[src/rtl/hazard_stall_unit.sv]
// ID-stage hazard controller: freezes fetch and bubbles ID/EX on load-use hazards
// and on HI/LO or multiplier accesses while the multiply unit is still busy.
module hazard_stall_unit #(
  parameter int unsigned MULT_CYCLES = 4,
  parameter int unsigned CNT_WIDTH   = 16
) (
  input  logic                 clk,
  input  logic                 rstN,
  input  logic [31:0]          instruction,
  input  logic [31:0]          programCounterOut,
  input  logic                 flush,
  output logic                 pcWrite,
  output logic                 ifIdWrite,
  output logic                 idExBubble,
  output logic [31:0]          stallPc,
  output logic [CNT_WIDTH-1:0] stallCount
);

  localparam logic [5:0] OP_RTYPE = 6'b000000;
  localparam logic [5:0] OP_J     = 6'b000010;
  localparam logic [5:0] OP_JAL   = 6'b000011;
  localparam logic [5:0] OP_BEQ   = 6'b000100;
  localparam logic [5:0] OP_BNE   = 6'b000101;
  localparam logic [5:0] OP_LW    = 6'b100011;
  localparam logic [5:0] OP_SW    = 6'b101011;

  localparam logic [5:0] FN_MFHI  = 6'b010000;
  localparam logic [5:0] FN_MFLO  = 6'b010010;
  localparam logic [5:0] FN_MULT  = 6'b011000;
  localparam logic [5:0] FN_MULTU = 6'b011001;

  localparam logic [3:0] MULT_RELOAD = 4'(MULT_CYCLES - 1);

  logic [5:0] op;
  logic [4:0] rs;
  logic [4:0] rt;
  logic [5:0] funct;

  logic       readsRs;
  logic       readsRt;
  logic       isRType;
  logic       isMult;
  logic       isMultUser;
  logic       loadHaz;
  logic       multHaz;
  logic       stall;

  logic       exLoadValid;
  logic [4:0] exLoadRt;
  logic [3:0] multBusy;

  assign op    = instruction[31:26];
  assign rs    = instruction[25:21];
  assign rt    = instruction[20:16];
  assign funct = instruction[5:0];

  always_comb begin
    readsRs    = (op != OP_J) && (op != OP_JAL);
    readsRt    = (op == OP_RTYPE) || (op == OP_BEQ) || (op == OP_BNE) || (op == OP_SW);
    isRType    = (op == OP_RTYPE);
    isMult     = isRType && ((funct == FN_MULT) || (funct == FN_MULTU));
    isMultUser = isRType && ((funct == FN_MFHI) || (funct == FN_MFLO) ||
                             (funct == FN_MULT) || (funct == FN_MULTU));
  end

  // Register 0 is hard-wired, so a load targeting it can never create a dependency.
  always_comb begin
    loadHaz = exLoadValid && (exLoadRt != '0) &&
              ((readsRs && (rs == exLoadRt)) || (readsRt && (rt == exLoadRt)));
    multHaz = (multBusy != '0) && isMultUser;
    stall   = (loadHaz || multHaz) && !flush;
  end

  always_comb begin
    pcWrite    = !stall;
    ifIdWrite  = !stall;
    idExBubble = stall || flush;
  end

  always_ff @(posedge clk or negedge rstN) begin
    if (!rstN) begin
      exLoadValid <= 1'b0;
      exLoadRt    <= '0;
    end else begin
      exLoadValid <= (op == OP_LW) && !idExBubble;
      exLoadRt    <= rt;
    end
  end

  always_ff @(posedge clk or negedge rstN) begin
    if (!rstN) begin
      multBusy <= '0;
    end else if (isMult && !idExBubble) begin
      multBusy <= MULT_RELOAD;
    end else if (multBusy != '0) begin
      multBusy <= multBusy - 4'd1;
    end
  end

  // Counter sticks at all-ones so a long run never wraps back to a small value.
  always_ff @(posedge clk or negedge rstN) begin
    if (!rstN) begin
      stallPc    <= '0;
      stallCount <= '0;
    end else if (stall) begin
      stallPc <= programCounterOut;
      if (stallCount != '1) begin
        stallCount <= stallCount + 1'b1;
      end
    end
  end

endmodule

[config.mk]
export PLATFORM = sky130hd
export DESIGN_NAME = hazard_stall_unit
export DESIGN_NICKNAME = d
export VERILOG_FILES = /design/src/rtl/hazard_stall_unit.sv
export SDC_FILE = /design/constraint.sdc
export NUM_CORES = 1
export LEC_CHECK = 0
export CAP_MARGIN = 20
export CELL_PAD_IN_SITES_DETAIL_PLACEMENT = 0
export CELL_PAD_IN_SITES_GLOBAL_PLACEMENT = 1
export CORE_UTILIZATION = 43
export DETAILED_ROUTE_END_ITERATION = 10
export DONT_BUFFER_PORTS = 1
export PLACE_DENSITY = 0.71
export SETUP_SLACK_MARGIN = 0.02
export SLEW_MARGIN = 30
export SYNTH_ARGS = -nofsm -noshare
export SYNTH_HDL_FRONTEND = slang
export SYNTH_SLANG_ARGS = --single-unit
[constraint.sdc]
create_clock -name clk -period 2.2 [get_ports clk]
set_input_delay 0.11 -clock clk [delete_from_list [all_inputs] [get_ports clk]]
set_output_delay 0.11 -clock clk [all_outputs]
set_load 0.05 [all_outputs]
[Word level (Yosys, flattened, before mapping)]
Index checks and enable logic that the tools add are counted.
Operators by class
  multiplexer cells: 2
  $add $sub $neg: 2
  equal/unequal tests: 13
  reduce and logical (&&, ||, !) cells: 29
Operator list (number)
  == test 6 x 5 -> 1 bit, second input constant: 4
  adder 16 x 1 -> 16 bit, second input constant: 1
  inequality test 16 bit, second input constant: 1
  == test 6 x 3 -> 1 bit, second input constant: 2
  == test 6 bit, second input constant: 2
  inequality test 6 x 2 -> 1 bit, second input constant: 2
  logical AND 1 bit: 11
  == test 5 bit: 2
  logical OR 1 bit: 10
  2-to-1 mux 4 bit: 2
  zero test 6 bit: 1
  nonzero test 5 bit: 1
  nonzero test 4 bit: 1
  subtractor 4 x 1 -> 4 bit, second input constant: 1
  zero test 1 bit: 3
  AND reduction 2 bit: 1
  nonzero test 2 bit: 1
Word-level totals
  input bits: 67
  register bits after elaboration: 58
  output and inout bits: 51

[Logic depth before layout (Yosys ltp)]
  depth in word-level cells: 13
  depth in mapped cells: 9

[Worst setup path after synthesis]
No wires, ideal clock.
  kind: register to register
  from: register stallCount[0]
  to: register stallCount[9]
  stages on the path, launching flop included: 9
  arrival time: 2144 ps
  buffers on the path: 1
  setup time: 146 ps
  path slack: -90 ps
  data required time: 2054 ps
  cell sequence: dfrtp_1 > ha_1 > nand2_1 > nor3b_1 > nand2_1 > nor2_1 > buf_2 > nor3_1 > xor2_1
Between the ends
  cells in the longest elaborated chain, start to end: 2
  elaborated cells between the ends (all ways): 3
  classes of those cells: add/sub: 1; eq/ne: 1; reduce/logical: 1
Ends and longest elaborated chain
  from (decl): RTL line 16  | output logic [CNT_WIDTH-1:0] stallCount
  from (signal assigned): RTL line 108  | stallCount <= stallCount + 1'b1;
  branches (longest 2 deep; another with adder 16 x 1 -> 16 bit)
Several ways; the timed one is not identified.
A chain may end at the register's enable or synchronous reset.

[Final worst setup path]
  from: register exLoadRt[2]
  to: output port idExBubble
Between the ends
  cells in the longest elaborated chain, start to end: 7
  elaborated cells between the ends (all ways): 11
  classes of those cells: eq/ne: 2; reduce/logical: 9
Ends and longest elaborated chain
  from (decl): RTL line 49  | logic [4:0] exLoadRt;
  from (signal assigned): RTL line 86  | exLoadRt <= rt;
  == test 5 bit: RTL line 69  | ((readsRs && (rs == exLoadRt)) || (readsRt && (rt == exLoadRt)));
  logical AND 1 bit: RTL line 69
  logical OR 1 bit: RTL line 69
  logical AND 1 bit *: RTL line 68  | loadHaz = exLoadValid && (exLoadRt != '0) &&
  logical OR 1 bit *: RTL line 71  | stall = (loadHaz || multHaz) && !flush;
  logical AND 1 bit *: RTL line 71
  logical OR 1 bit *: RTL line 77  | idExBubble = stall || flush;
  to (decl): RTL line 14  | output logic idExBubble,
Mark *: on every way between the ends. The rest lies on a longest branch, timed or not.

==> results.sh <==
export IMPL_synth_ff_latch_count=58
export IMPL_port_buffer_count=0
export IMPL_worstPathArrival_ns=2.18
export IMPL_finalSetupViolations=12
export IMPL_violations_in_the_final_reports="setup timing"
export IMPL_die_h_microns=79.99
export IMPL_timing_rr_start="exLoadRt[4]$_DFF_PN0_"
export IMPL_final_nets=366
export IMPL_n_antenna_cell=0
export IMPL_maximum_capacitance_violations=0
export IMPL_pin_count_of_the_biggest_net_entering_global_routing=59
export IMPL_syn_area_sq_um=2615
export IMPL_tritoncts_num_sinks=58
export IMPL_run_status="finished, violations left"
export IMPL_timing_max_transition_violations_final=0
export IMPL_grt_antenna_before_repair=0
export IMPL_reg2regPathDepth=8
export IMPL_final_period_minus_worst_setup_slack_ns=2.292
export IMPL_first_pass_grt_wire_length_microns=10340
export IMPL_timing_hold_violations_final=0
export IMPL_fp_dieArea_sq_um=6398
export IMPL_ir_drop_uv=491.2
export IMPL_postSynthCellCount=203
export IMPL_worst_slack_ns=-0.09219
export IMPL_clock_skew_ns=0.01069
export IMPL_drtPass1Iterations=4
export IMPL_path_class="flip-flop to output port"
export IMPL_r2r_end="stallCount[12]$_DFFE_PN0P_"
export IMPL_via_count_of_the_first_global_routing_pass=2129
export IMPL_worst_hold_path_endpoint="multBusy[0]$_DFFE_PN0P_"
export IMPL_ctsRootBufferMaster="clkbuf_8"
export IMPL_routabilityCongestion=0.7638
export IMPL_boundaryPins=118
export IMPL_critical_path_max_fanout=2
export IMPL_power_per_cell_area_nw_per_um2=668.8
export IMPL_setup_total_negative_slack_ns=-0.4471
export IMPL_insertion_delay_ns=0.34
export IMPL_grt_setup_unrepaired="yes"
export IMPL_syn_num_nets=273
export IMPL_cts_buffer_depth=2
export IMPL_floorplan_core_area_sq_um=5886
export IMPL_track_usage_pct=22.25
export IMPL_worstHoldPathType="primary input to flip-flop"
export IMPL_post_dp_hpwl_microns=3908
export IMPL_number_of_stages_on_the_worst_hold_path=2
export IMPL_drt_iter0_markers=53
export IMPL_vias=2018
export IMPL_grt_ovfl_total=0
export IMPL_timing_hold_worst_start="instruction[1]"
export IMPL_cp_data_required_time_ns=2.09
export IMPL_synthDistinctLibCells=35
export IMPL_numPlacedInstances=300
export IMPL_mostFrequentLayoutCell="dfrtp_1"
export IMPL_drive_above_1_share_pct=44.52
export IMPL_achievable_frequency_mhz=436.3
export IMPL_cts_buffers=9
export IMPL_totalWireLength_microns=7411
export IMPL_layout_cells_non_filler=376
export IMPL_die_width_microns=79.99
export IMPL_static_leakage_power_nw=2.003
export IMPL_htree_levels=3
export IMPL_cts_tree="yes"
export IMPL_clk_transition_reported_paths_ns=0.07
export IMPL_final_routed_drc_violation_total=0
export IMPL_area_overhead_vs_synth_pct=59.19
export IMPL_max_slew_headroom_pct=52.92
export IMPL_layout_worst_path_cycle_share_pct=104.2
export IMPL_route_antenna_remaining_nets=0
export IMPL_yosys_warnings=0
export IMPL_place_ws_ns=-0.01475
export IMPL_post_layout_total_power_mw=2.784
export IMPL_site_row_count=28
export IMPL_floorplan_initialDensity_pct=44.43
export IMPL_most_frequent_cells_in_the_layout="50 x dfrtp_1, 41 x dlygate4sd3_1, 33 x buf_4"
export IMPL_share_of_the_yosys_chip_area_belonging_to_registers_pct=55.50
export IMPL_worst_setup_path_start_kind="flip-flop"
export IMPL_drt_vias_per_instance=5.367
export IMPL_routed_len_inst_microns=19.71
export IMPL_post_synth_cell_area_avg_sq_um=12.88
export IMPL_max_slew_worst_pin_slew_ns=0.7009
export IMPL_timing_reg2reg_setup_slack_ns=-0.09
export IMPL_cp_end_kind="output port"
## Yosys cell counts
cell type  number  share of area [%]
and3_1          3               0.72
and4b_1         1               0.38
mux2i_1         1               0.38
or4_1           1               0.29
dfrtp_1        58                 56
a21oi_1         1               0.19
or3b_1          1               0.33
nand2b_1        1               0.24
mux2_1         24                 10
nor4_1          2               0.48
buf_2           3               0.57
buf_4           1               0.29
o21ai_1         2               0.38
nand4_1         4               0.96
nand3_1         7                1.3
nor3_1         13                2.5
xnor2_1        10                3.3
nor3b_1         3               0.86
a22oi_1         1               0.29
ha_1            3                1.4
a2111oi_1       1               0.38
nand3b_1        1               0.29
o21ba_1         1               0.38
inv_1           4               0.57
buf_6           3                1.3
nor4b_2         1               0.57
nor4b_1         1               0.33
nor2_1          7                1.0
xor2_1         16                5.4
or3_1           2               0.48
o311ai_2        1               0.62
nand2_1         9                1.3
nor4_2          3                1.4
a21o_1          3               0.86
mux2_2         10                4.3
## state kept, by name, indices dropped and copies added (netlist names)
name         flops
exLoadRt         5
multBusy         4
stallCount      16
exLoadValid      1
stallPc         32
## kinds of logic (layout without fill, tap and decap cells)
| group | after synthesis | count (layout) | synth area share, % |
|---|---|---|---|
| AO/OA/AOI/OAI | 10 | 10 | 3.110 |
| XOR/XNOR | 26 | 26 | 8.708 |
| adder cells (fa/ha/maj) | 3 | 3 | 1.436 |
| buffers and inverters | 11 | 109 | 2.727 |
| flip-flops | 58 | 58 | 55.50 |
| multiplexers | 35 | 35 | 15.02 |
| AND/OR/NAND/NOR | 60 | 60 | 13.49 |
## area by class of cell
type / count / area [sq um]
clock inverters: 7 / 102.6
flip-flops and latches: 58 / 1461
inverters: 4 / 15.01
clock buffers: 9 / 123.9
multi-input cells: 134 / 1438
fillers: 392 / 1723
well taps: 75 / 93.84
repair buffers: 89 / 928.4
## worst max path at each step
stage | startpoint | end | slack [ns] | depth (start not counted)
3_5_place_dp | multBusy[1]$_DFFE_PN0P_ | stallCount[12]$_DFFE_PN0P_ | -0.01 | 9
5_1_grt | exLoadRt[4]$_DFF_PN0_ | stallCount[12]$_DFFE_PN0P_ | -0.17 | 8
3_3_place_gp | multBusy[0]$_DFFE_PN0P_ | stallCount[12]$_DFFE_PN0P_ | 0.03 | 9
2_1_floorplan | multBusy[0]$_DFFE_PN0P_ | stallPc[22]$_DFFE_PN0P_ | 0.004 | 9
6_report | exLoadRt[2]$_DFF_PN0_ | idExBubble | -0.09 | 5
4_1_cts | exLoadRt[1]$_DFF_PN0_ | idExBubble | -0.11 | 5
## timing repair
action	in CTS	in global routing
endpoints found under the hold margin	96	1
hold buffers	41	1
setup endpoints to repair	39	50
resized for setup	48	44
pin swaps	1	21
cloned	1	2
buffers inserted	6	11
## layer usage
| layer | global-route usage, % | share of wire [%] | wire [microns] | up-vias |
|---|---|---|---|---|
| li1 | - | - | - | 907 |
| met1 | 23.44 | 38 | 2821 | 1011 |
| met2 | 40.85 | 54 | 4031 | 88 |
| met3 | 6.857 | 6.0 | 443 | 12 |
| met4 | 8.929 | 1.6 | 115 | 0 |
| met5 | 0 | 0 | 0 | - |
## critical path: stages, from the launching register on
cell and delay [ns]:
dfrtp_1 0.39, or4_4 0.56, o21ai_4 0.16, o21ba_4 0.18, or3_4 0.39, buf_8 0.16
## power breakdown
group / switching (mW) / total (mW) / internal [mW]
logic: 0.195 / 0.478 / 0.284
registers: 0.0754 / 1.20 / 1.12
clock network: 0.463 / 1.11 / 0.646
## stage by stage
| stage | hold WS (ns) | util [%] | area, sq um |
|---|---|---|---|
| after floorplan | -0.1856 | - | 2633 |
| after global placement | -0.1844 | 49.30 | 2902 |
| after detailed placement | -0.1842 | 49.30 | 2902 |
| after CTS | -0.05188 | 65.11 | 3832 |
| after global routing | 0.01550 | 70.73 | 4163 |
| final | 0.02339 | 70.73 | 4163 |
(Power assumes the default switching activity.)
